$ cat src/rtl/mc_ctrl_fsm.sv
// Multicycle MIPS-subset control FSM: sequences fetch/decode/execute and drives datapath
// enables and muxes. Memory waits are bounded, and a fault halts the machine until reset.
module mc_ctrl_fsm #(
    parameter int MEM_TIMEOUT = 15
) (
    input  logic        clk,
    input  logic        rst,
    input  logic [5:0]  opcode,
    input  logic        zero,
    input  logic        mem_ready,
    output logic        mem_req,
    output logic        mem_we,
    output logic        i_or_d,
    output logic        ir_write,
    output logic        pc_write,
    output logic        reg_write,
    output logic        reg_dst,
    output logic        mem_to_reg,
    output logic        alu_src_a,
    output logic [1:0]  alu_src_b,
    output logic [1:0]  alu_op,
    output logic [1:0]  pc_src,
    output logic [3:0]  state,
    output logic [1:0]  fault,
    output logic [31:0] instr_count
);

    typedef enum logic [3:0] {
        S_FETCH  = 4'd0,
        S_DECODE = 4'd1,
        S_MEMADR = 4'd2,
        S_MEMRD  = 4'd3,
        S_MEMWB  = 4'd4,
        S_MEMWR  = 4'd5,
        S_EXEC   = 4'd6,
        S_ALUWB  = 4'd7,
        S_BRANCH = 4'd8,
        S_JUMP   = 4'd9,
        S_ADDIEX = 4'd10,
        S_ADDIWB = 4'd11,
        S_HALT   = 4'd15
    } state_t;

    localparam logic [5:0] OP_LW    = 6'b100011;
    localparam logic [5:0] OP_SW    = 6'b101011;
    localparam logic [5:0] OP_RTYPE = 6'b000000;
    localparam logic [5:0] OP_BEQ   = 6'b000100;
    localparam logic [5:0] OP_J     = 6'b000010;
    localparam logic [5:0] OP_ADDI  = 6'b001000;

    localparam logic [1:0] FAULT_NONE    = 2'b00;
    localparam logic [1:0] FAULT_ILLEGAL = 2'b01;
    localparam logic [1:0] FAULT_TIMEOUT = 2'b10;

    // Last tolerated wait: the MEM_TIMEOUT-th idle cycle in a request state halts.
    localparam logic [7:0] WAIT_LAST = 8'(MEM_TIMEOUT - 1);

    state_t      cur_state, nxt_state;
    logic [1:0]  fault_r, fault_nxt;
    logic [7:0]  wait_cnt;
    logic [31:0] count_r;
    logic        rdy;
    logic        timed_out;

    // While reset is held, a ready from memory must not produce FETCH write strobes.
    assign rdy       = mem_ready & ~rst;
    assign timed_out = ~rdy && (wait_cnt == WAIT_LAST);

    always_comb begin
        nxt_state  = cur_state;
        fault_nxt  = fault_r;
        mem_req    = 1'b0;
        mem_we     = 1'b0;
        i_or_d     = 1'b0;
        ir_write   = 1'b0;
        pc_write   = 1'b0;
        reg_write  = 1'b0;
        reg_dst    = 1'b0;
        mem_to_reg = 1'b0;
        alu_src_a  = 1'b0;
        alu_src_b  = 2'b00;
        alu_op     = 2'b00;
        pc_src     = 2'b00;
        case (cur_state)
            S_FETCH: begin
                mem_req   = 1'b1;
                alu_src_b = 2'b01;
                if (rdy) begin
                    ir_write  = 1'b1;
                    pc_write  = 1'b1;
                    nxt_state = S_DECODE;
                end else if (timed_out) begin
                    nxt_state = S_HALT;
                    fault_nxt = FAULT_TIMEOUT;
                end
            end
            S_DECODE: begin
                alu_src_b = 2'b11;
                case (opcode)
                    OP_LW, OP_SW: nxt_state = S_MEMADR;
                    OP_RTYPE:     nxt_state = S_EXEC;
                    OP_BEQ:       nxt_state = S_BRANCH;
                    OP_J:         nxt_state = S_JUMP;
                    OP_ADDI:      nxt_state = S_ADDIEX;
                    default: begin
                        nxt_state = S_HALT;
                        fault_nxt = FAULT_ILLEGAL;
                    end
                endcase
            end
            S_MEMADR: begin
                alu_src_a = 1'b1;
                alu_src_b = 2'b10;
                nxt_state = (opcode == OP_SW) ? S_MEMWR : S_MEMRD;
            end
            S_MEMRD: begin
                mem_req = 1'b1;
                i_or_d  = 1'b1;
                if (rdy) begin
                    nxt_state = S_MEMWB;
                end else if (timed_out) begin
                    nxt_state = S_HALT;
                    fault_nxt = FAULT_TIMEOUT;
                end
            end
            S_MEMWR: begin
                mem_req = 1'b1;
                mem_we  = 1'b1;
                i_or_d  = 1'b1;
                if (rdy) begin
                    nxt_state = S_FETCH;
                end else if (timed_out) begin
                    nxt_state = S_HALT;
                    fault_nxt = FAULT_TIMEOUT;
                end
            end
            S_MEMWB: begin
                reg_write  = 1'b1;
                mem_to_reg = 1'b1;
                nxt_state  = S_FETCH;
            end
            S_EXEC: begin
                alu_src_a = 1'b1;
                alu_op    = 2'b10;
                nxt_state = S_ALUWB;
            end
            S_ALUWB: begin
                reg_write = 1'b1;
                reg_dst   = 1'b1;
                nxt_state = S_FETCH;
            end
            S_ADDIEX: begin
                alu_src_a = 1'b1;
                alu_src_b = 2'b10;
                nxt_state = S_ADDIWB;
            end
            S_ADDIWB: begin
                reg_write = 1'b1;
                nxt_state = S_FETCH;
            end
            S_BRANCH: begin
                alu_src_a = 1'b1;
                alu_op    = 2'b01;
                pc_src    = 2'b01;
                pc_write  = zero;
                nxt_state = S_FETCH;
            end
            S_JUMP: begin
                pc_src    = 2'b10;
                pc_write  = 1'b1;
                nxt_state = S_FETCH;
            end
            S_HALT: begin
                nxt_state = S_HALT;
            end
            default: begin
                nxt_state = S_HALT;
            end
        endcase
    end

    always_ff @(posedge clk or posedge rst) begin
        if (rst) begin
            cur_state <= S_FETCH;
            fault_r   <= FAULT_NONE;
            wait_cnt  <= 8'd0;
            count_r   <= 32'd0;
        end else begin
            cur_state <= nxt_state;
            fault_r   <= fault_nxt;
            // Counter restarts whenever the state changes, so each request state begins at 0.
            if (nxt_state != cur_state)
                wait_cnt <= 8'd0;
            else if (mem_req && !mem_ready)
                wait_cnt <= wait_cnt + 8'd1;
            if (nxt_state == S_FETCH && cur_state != S_FETCH)
                count_r <= count_r + 32'd1;
        end
    end

    assign state       = cur_state;
    assign fault       = fault_r;
    assign instr_count = count_r;

endmodule
$ cat config.mk
export PLATFORM = sky130hd
export DESIGN_NAME = mc_ctrl_fsm
export DESIGN_NICKNAME = d
export VERILOG_FILES = /design/src/rtl/mc_ctrl_fsm.sv
export SDC_FILE = /design/constraint.sdc
export NUM_CORES = 1
export LEC_CHECK = 0
export ABC_AREA = 1
export BUFFER_PORTS_ARGS = -buffer_cell sky130_fd_sc_hd__buf_2
export CAP_MARGIN = 15
export CORE_MARGIN = 2
export CORE_UTILIZATION = 38
export CTS_CLUSTER_DIAMETER = 50
export DETAILED_ROUTE_END_ITERATION = 10
export PLACE_DENSITY = 0.68
export SLEW_MARGIN = 30
export SYNTH_ARGS = -nofsm -noshare
export SYNTH_HDL_FRONTEND = slang
export SYNTH_SLANG_ARGS = --single-unit
$ cat constraint.sdc
create_clock -name clk -period 3.4 [get_ports clk]
set_input_delay 0.68 -clock clk [delete_from_list [all_inputs] [get_ports clk]]
set_output_delay 0.68 -clock clk [all_outputs]
set_load 0.03 [all_outputs]
Yosys cells after proc, flatten, opt, wreduce, memory -nomap -nowiden:

Index checks and enable logic that the tools add are counted.
W data, S select, Z words.

* add/subtract/negate cells: 2
* equality and inequality tests: 21
* mux-type cells: 26
* bitwise gates (word level): 3
* reduce and logical (&&, ||, !) cells: 19

Operators with widths (count)
* $add A32 B1 Y32 const B: 1
* $pmux W4 S8: 1
* $pmux W4 S5: 1
* $eq A4 B3 Y1 const B: 4
* $eq A4 B4 Y1 const B: 4
* $mux W4: 4
* $mux W8: 2
* $eq A6 B6 Y1 const B: 2
* $pmux W2 S2: 3
* $mux W1: 9
* $add A8 B1 Y8 const B: 1
* $eq A4 B2 Y1 const B: 2
* $eq A8 B4 Y1 const B: 1
* $logic_not A4 Y1: 2
* $eq A6 B2 Y1 const B: 1
* $eq A6 B3 Y1 const B: 1
* $eq A6 B4 Y1 const B: 1
* $logic_not A6 Y1: 1
* $mux W2: 3
* $pmux W2 S3: 1
* $reduce_or A2 Y1: 3
* $reduce_or A3 Y1: 2
* $reduce_or A6 Y1: 1
* $reduce_or A5 Y1: 1
* other kinds (14): 19

* bits in registers: 46
* input port bits: 10
* output and inout bits: 53
* logic and storage cells: 75

Depth between registers and ports, before layout:

* word-level depth: 9
* mapped depth: 15
* depth with buffers taken out: 15

Worst setup path before layout:

Ideal clock, no wire load.

* path type: input-to-reg
* from: input port rst
* to: register count_r[21], in the netlist instr_count[21]
* library setup time: 0.119 ns
* data arrival time: 3.042 ns
* required time: 3.281 ns
* path slack: 0.239 ns
* cell stages on the path: 13
* path buffers: 1
* cells stage by stage: inv_1 nand2_1 nand3_1 nor2_1 inv_1 nand2_1 nand2_2 nand3_2 nor3_4 nand2_4 buf_6 nand2_1 nand2_1

* word-level cells in the longest chain between the ends: 9
* elaborated cells between the ends (all ways): 11
* those cells by class: 5 x mux; 3 x bitwise; 3 x reduce/logical

RTL lines
* start: declaration: line 7 `input logic rst,`
* $not A1 Y1 (*): line 66 `assign rdy = mem_ready & ~rst;`
* $and A1 B1 Y1 (*): line 66
* $not A1 Y1: line 67 `assign timed_out = ~rdy && (wait_cnt == WAIT_LAST);`
* $logic_and A1 B1 Y1: line 67
* $mux W4: line 92, 121, 132
* $mux W4, on equally long branches: line 130, 119, 88
* $pmux W4 S8 (*): line 84 `case (cur_state)`
* named net nxt_state[3]: line 58 `state_t cur_state, nxt_state;`
* $logic_not A4 Y1 (*): line 196 `if (nxt_state == S_FETCH && cur_state != S_FETCH)`
* $logic_and A1 B1 Y1 (*): line 196
* end signal: assignment: line 197 `count_r <= count_r + 32'd1;`
* end: declaration: line 61 `logic [31:0] count_r;`

The timed path passes the listed nets; every way through them passes the cells marked *.
A chain may end at the register's enable or synchronous reset.

Final worst setup path:

* from: register cur_state[0], in the netlist state[0]
* to: register count_r[11], in the netlist instr_count[11]

* word-level cells in the longest chain between the ends: 5
* elaborated cells between the ends (all ways): 21
* those cells by class: 11 x eq/ne; 5 x mux; 5 x reduce/logical

RTL lines
* start: declaration: line 58
* start signal: assignment: line 189 `cur_state <= nxt_state;`
* $eq A4 B4 Y1 / $eq A4 B3 Y1 (equally long branches): line 84
* $reduce_or A5 Y1 (no source line)
* $pmux W4 S8 (*): line 84
* named net nxt_state[1]: line 58
* $logic_not A4 Y1 (*): line 196
* $logic_and A1 B1 Y1 (*): line 196

Marked as above.

==> results.md <==
- Status: completed
- Setup CP Type: flip-flop to flip-flop
- Full die area: about 9200 µm²
- Worst path top cell family by delay: simple AND/OR/NAND/NOR gates
- GPL Wtd Cong: 0.950
- P&R area growth vs syn: 15.5%
- First-pass GRT wire length: 13800 µm
- Measured slew at the worst slew-check pin: 0.583 ns
- ANT cells: 0
- Most used cell, CP: nand2_1
- Initial core utilization: 0.392
- TritonCTS clock tree: built
- Clock Tree Root: clkbuf_8
- Worst min path class: flip-flop to flip-flop
- Post-Synthesis Cells: 474
- Vias in the first global route: just over 3000
- Static Leak: just over 2 nW
- Warnings from Yosys: 0
- Slowest cell on crit path: dfrtp_1
- Crit path from: state[0]$_DFF_PP0_
- Yosys cell types: 30
- Number of H-tree levels: 2
- Share of layout cells above drive strength 1: 0.166
- Tcrit/Tclk final: 0.713
- CP Cell Sequence: inv_1 > nor2_1 > nand2_1 > nand3_4 > nand2_1 > inv_2 > nand2_1 > nand3_1 > nor2_4 > nand2_4 > nand2_1 > nand2_1
- Max rail drop VDD: 126 µV
- Crit path max fanout: 32
- Worst reg2reg path startpoint: state[0]$_DFF_PP0_
- Pwr dens: 267 nW/µm²
- Tmin final: 2.42 ns
- Syn_nets: 487
- Hold Buf Count CTS: 0
- Crit path setup slack, layout: 0.976 ns
- WL final: around 8100 µm
- # resized after CTS: 0
- Count of state elements after synthesis: 46
- Total gr overflow: 0
- Initial antenna violation count: 0
- DR vias: roughly 3200
- Area occupied by multi-input gates: ~1800 µm²
- Syn Std Cell Area: 3220 µm²
- Setup Buffers After CTS: 0
- Hpwl dp: 6290 µm
- DRC violations left: 0
- RSZ-0062 raised after global routing: no
- Clk slew on worst S/H paths: ~0.090 ns
- DR vias/cell: 5.01
- Maximum buffer depth of the clock tree: 2
- Largest net degree at the start of global routing: 47
- Critical Path RT: 3.59 ns
- DIE WIDTH: 96.0 µm
- WL/cell: 12.6 µm
- GRT Total Usage: 0.187
- Worst skew pair latency: approximately 0.3 ns
- Initial drt markers: 178
- Sequential fraction of the synthesis area: 0.358
- PortBufs: 62
- Placement Setup Slack: between 0.7 and 0.8 ns
- Synth async-reset ratio: 1.00
- Crit-path max cell delay: approximately 0.47 ns
- Setup violators final: 0
- DRT antenna net count: 0
- TritonRoute pass-1 iters: 5
- Skew final: around 0.013 ns
- EDFF count, synth: 0
- Io pins: 63
- Clock Sinks: 46
- Syn_area_per_cell: roughly 6.8 µm²
- # rows: 33
- Net count, final: 549
- Min-delay src: fault[1]$_DFFE_PP0P_
- Critical Path Start Type: flip-flop
- Critical path arrival: 2.62 ns
- Max-cap violations: 0
- Die Ht: approximately 96 µm
- Final-report max-slew violation count: 0
- Placeable Area: 8220 µm²
- Fin Setup TNS: 0 ns
- Slew Limit Headroom: 0.611
- Final hold vios: 0
- Fillers: 848
- Max frequency: roughly 410 MHz
- Top FF cell, synth: dfrtp_1
- Critical path endpoint category: flip-flop
- Reg area: 1150 µm²
- WP buf/inv: 2
- Total CTS buffers: 5
## cell usage after synthesis (all sizes together) (4+ instances only)
| cell type | count | share of area |
|---|---|---|
| xor2 | 22 | 0.060 |
| inv | 41 | 0.048 |
| nand2 | 168 | 0.20 |
| nor2 | 69 | 0.084 |
| nand3 | 59 | 0.097 |
| dfrtp | 46 | 0.36 |
| o21ai | 7 | 0.011 |
| nor3 | 13 | 0.024 |
| nand4 | 8 | 0.016 |
| xnor2 | 14 | 0.038 |
| buf | 10 | 0.025 |
| a21oi | 4 | 0.0062 |
## power breakdown
part	switching (W)	internal, W	total, W	leakage, nW
Combinational	0.0000208	0.00000769	0.0000285	1.38
Sequential	0	0.000547	0.000547	0.617
Clock	0.000197	0.000220	0.000417	0.0585
## flip-flops by register name, summed over array words and instances, names as in the netlist
register and count:
fault 2, instr_count 32, state 4, wait_cnt 8
## routing by layer
| layer | vias up | share of wire | track usage |
|---|---|---|---|
| li1 | 1624 | - | - |
| met1 | 1482 | 0.49 | 0.270 |
| met2 | 102 | 0.43 | 0.290 |
| met3 | 9 | 0.066 | 0.0274 |
| met4 | 0 | 0.013 | 0.0548 |
| met5 | - | 0 | 0 |
## path summary, 6_finish.rpt
path,endpoint,slack [ns],depth (start not counted)
setup / recovery,instr_count[11]$_DFFE_PP0P_,0.98,12
hold / removal,fault[1]$_DFFE_PP0P_,0.49,2
setup reg to reg,instr_count[11]$_DFFE_PP0P_,0.98,12
hold reg to reg,fault[1]$_DFFE_PP0P_,0.49,2
max in group asynchronous,wait_cnt[0]$_DFFE_PP0P_,2.45,3
min in group asynchronous,instr_count[1]$_DFFE_PP0P_,0.56,3
## stage by stage
stage	instance area, µm²	power [W]	hold slack [ns]	std cells	util
floorplan	3220	0.000575	0.542	474	-
global placement	3610	0.000587	0.475	634	0.439
detailed placement	3610	0.000587	0.471	634	0.439
CTS	3720	0.00100	0.494	642	0.453
global route	3720	0.00103	0.526	642	0.453
finish	3720	0.000992	0.489	642	0.453
## cells by family after synthesis
family,share of synthesized area
compound gates,0.0214
xor+xnor,0.0979
fa+ha+maj,0.0117
buf+inv,0.0742
flops,0.358
simple gates,0.437
## placed cells by master, fill, tap and decap left out, drive strengths merged
cell      n
a21oi     4
buf      66
bufinv    1
clkbuf    5
clkinv    1
dfrtp    46
ha        3
inv      42
nand2   168
nand3    59
nand3b    1
nand4     8
nor2     69
nor3     13
nor3b     3
nor4      3
o21a      1
o21ai     7
o22ai     1
xnor2    14
xor2     22
## cell type report
cell class	count	area share
Tap cell	105	0.0353
Inverter	41	0.0414
Multi-Input combinational cell	376	0.492
Clock inverter	3	0.0118
Clock buffer	5	0.0185
Timing Repair Buffer	66	0.0915
Sequential cell	46	0.310
## worst min-delay path, stage by stage (launching register included)
cell,delay [ns]
dfrtp_1,0.36
nand2_1,0.05
nand2_1,0.05
No activity file was read; power rests on OpenSTA's default activity.
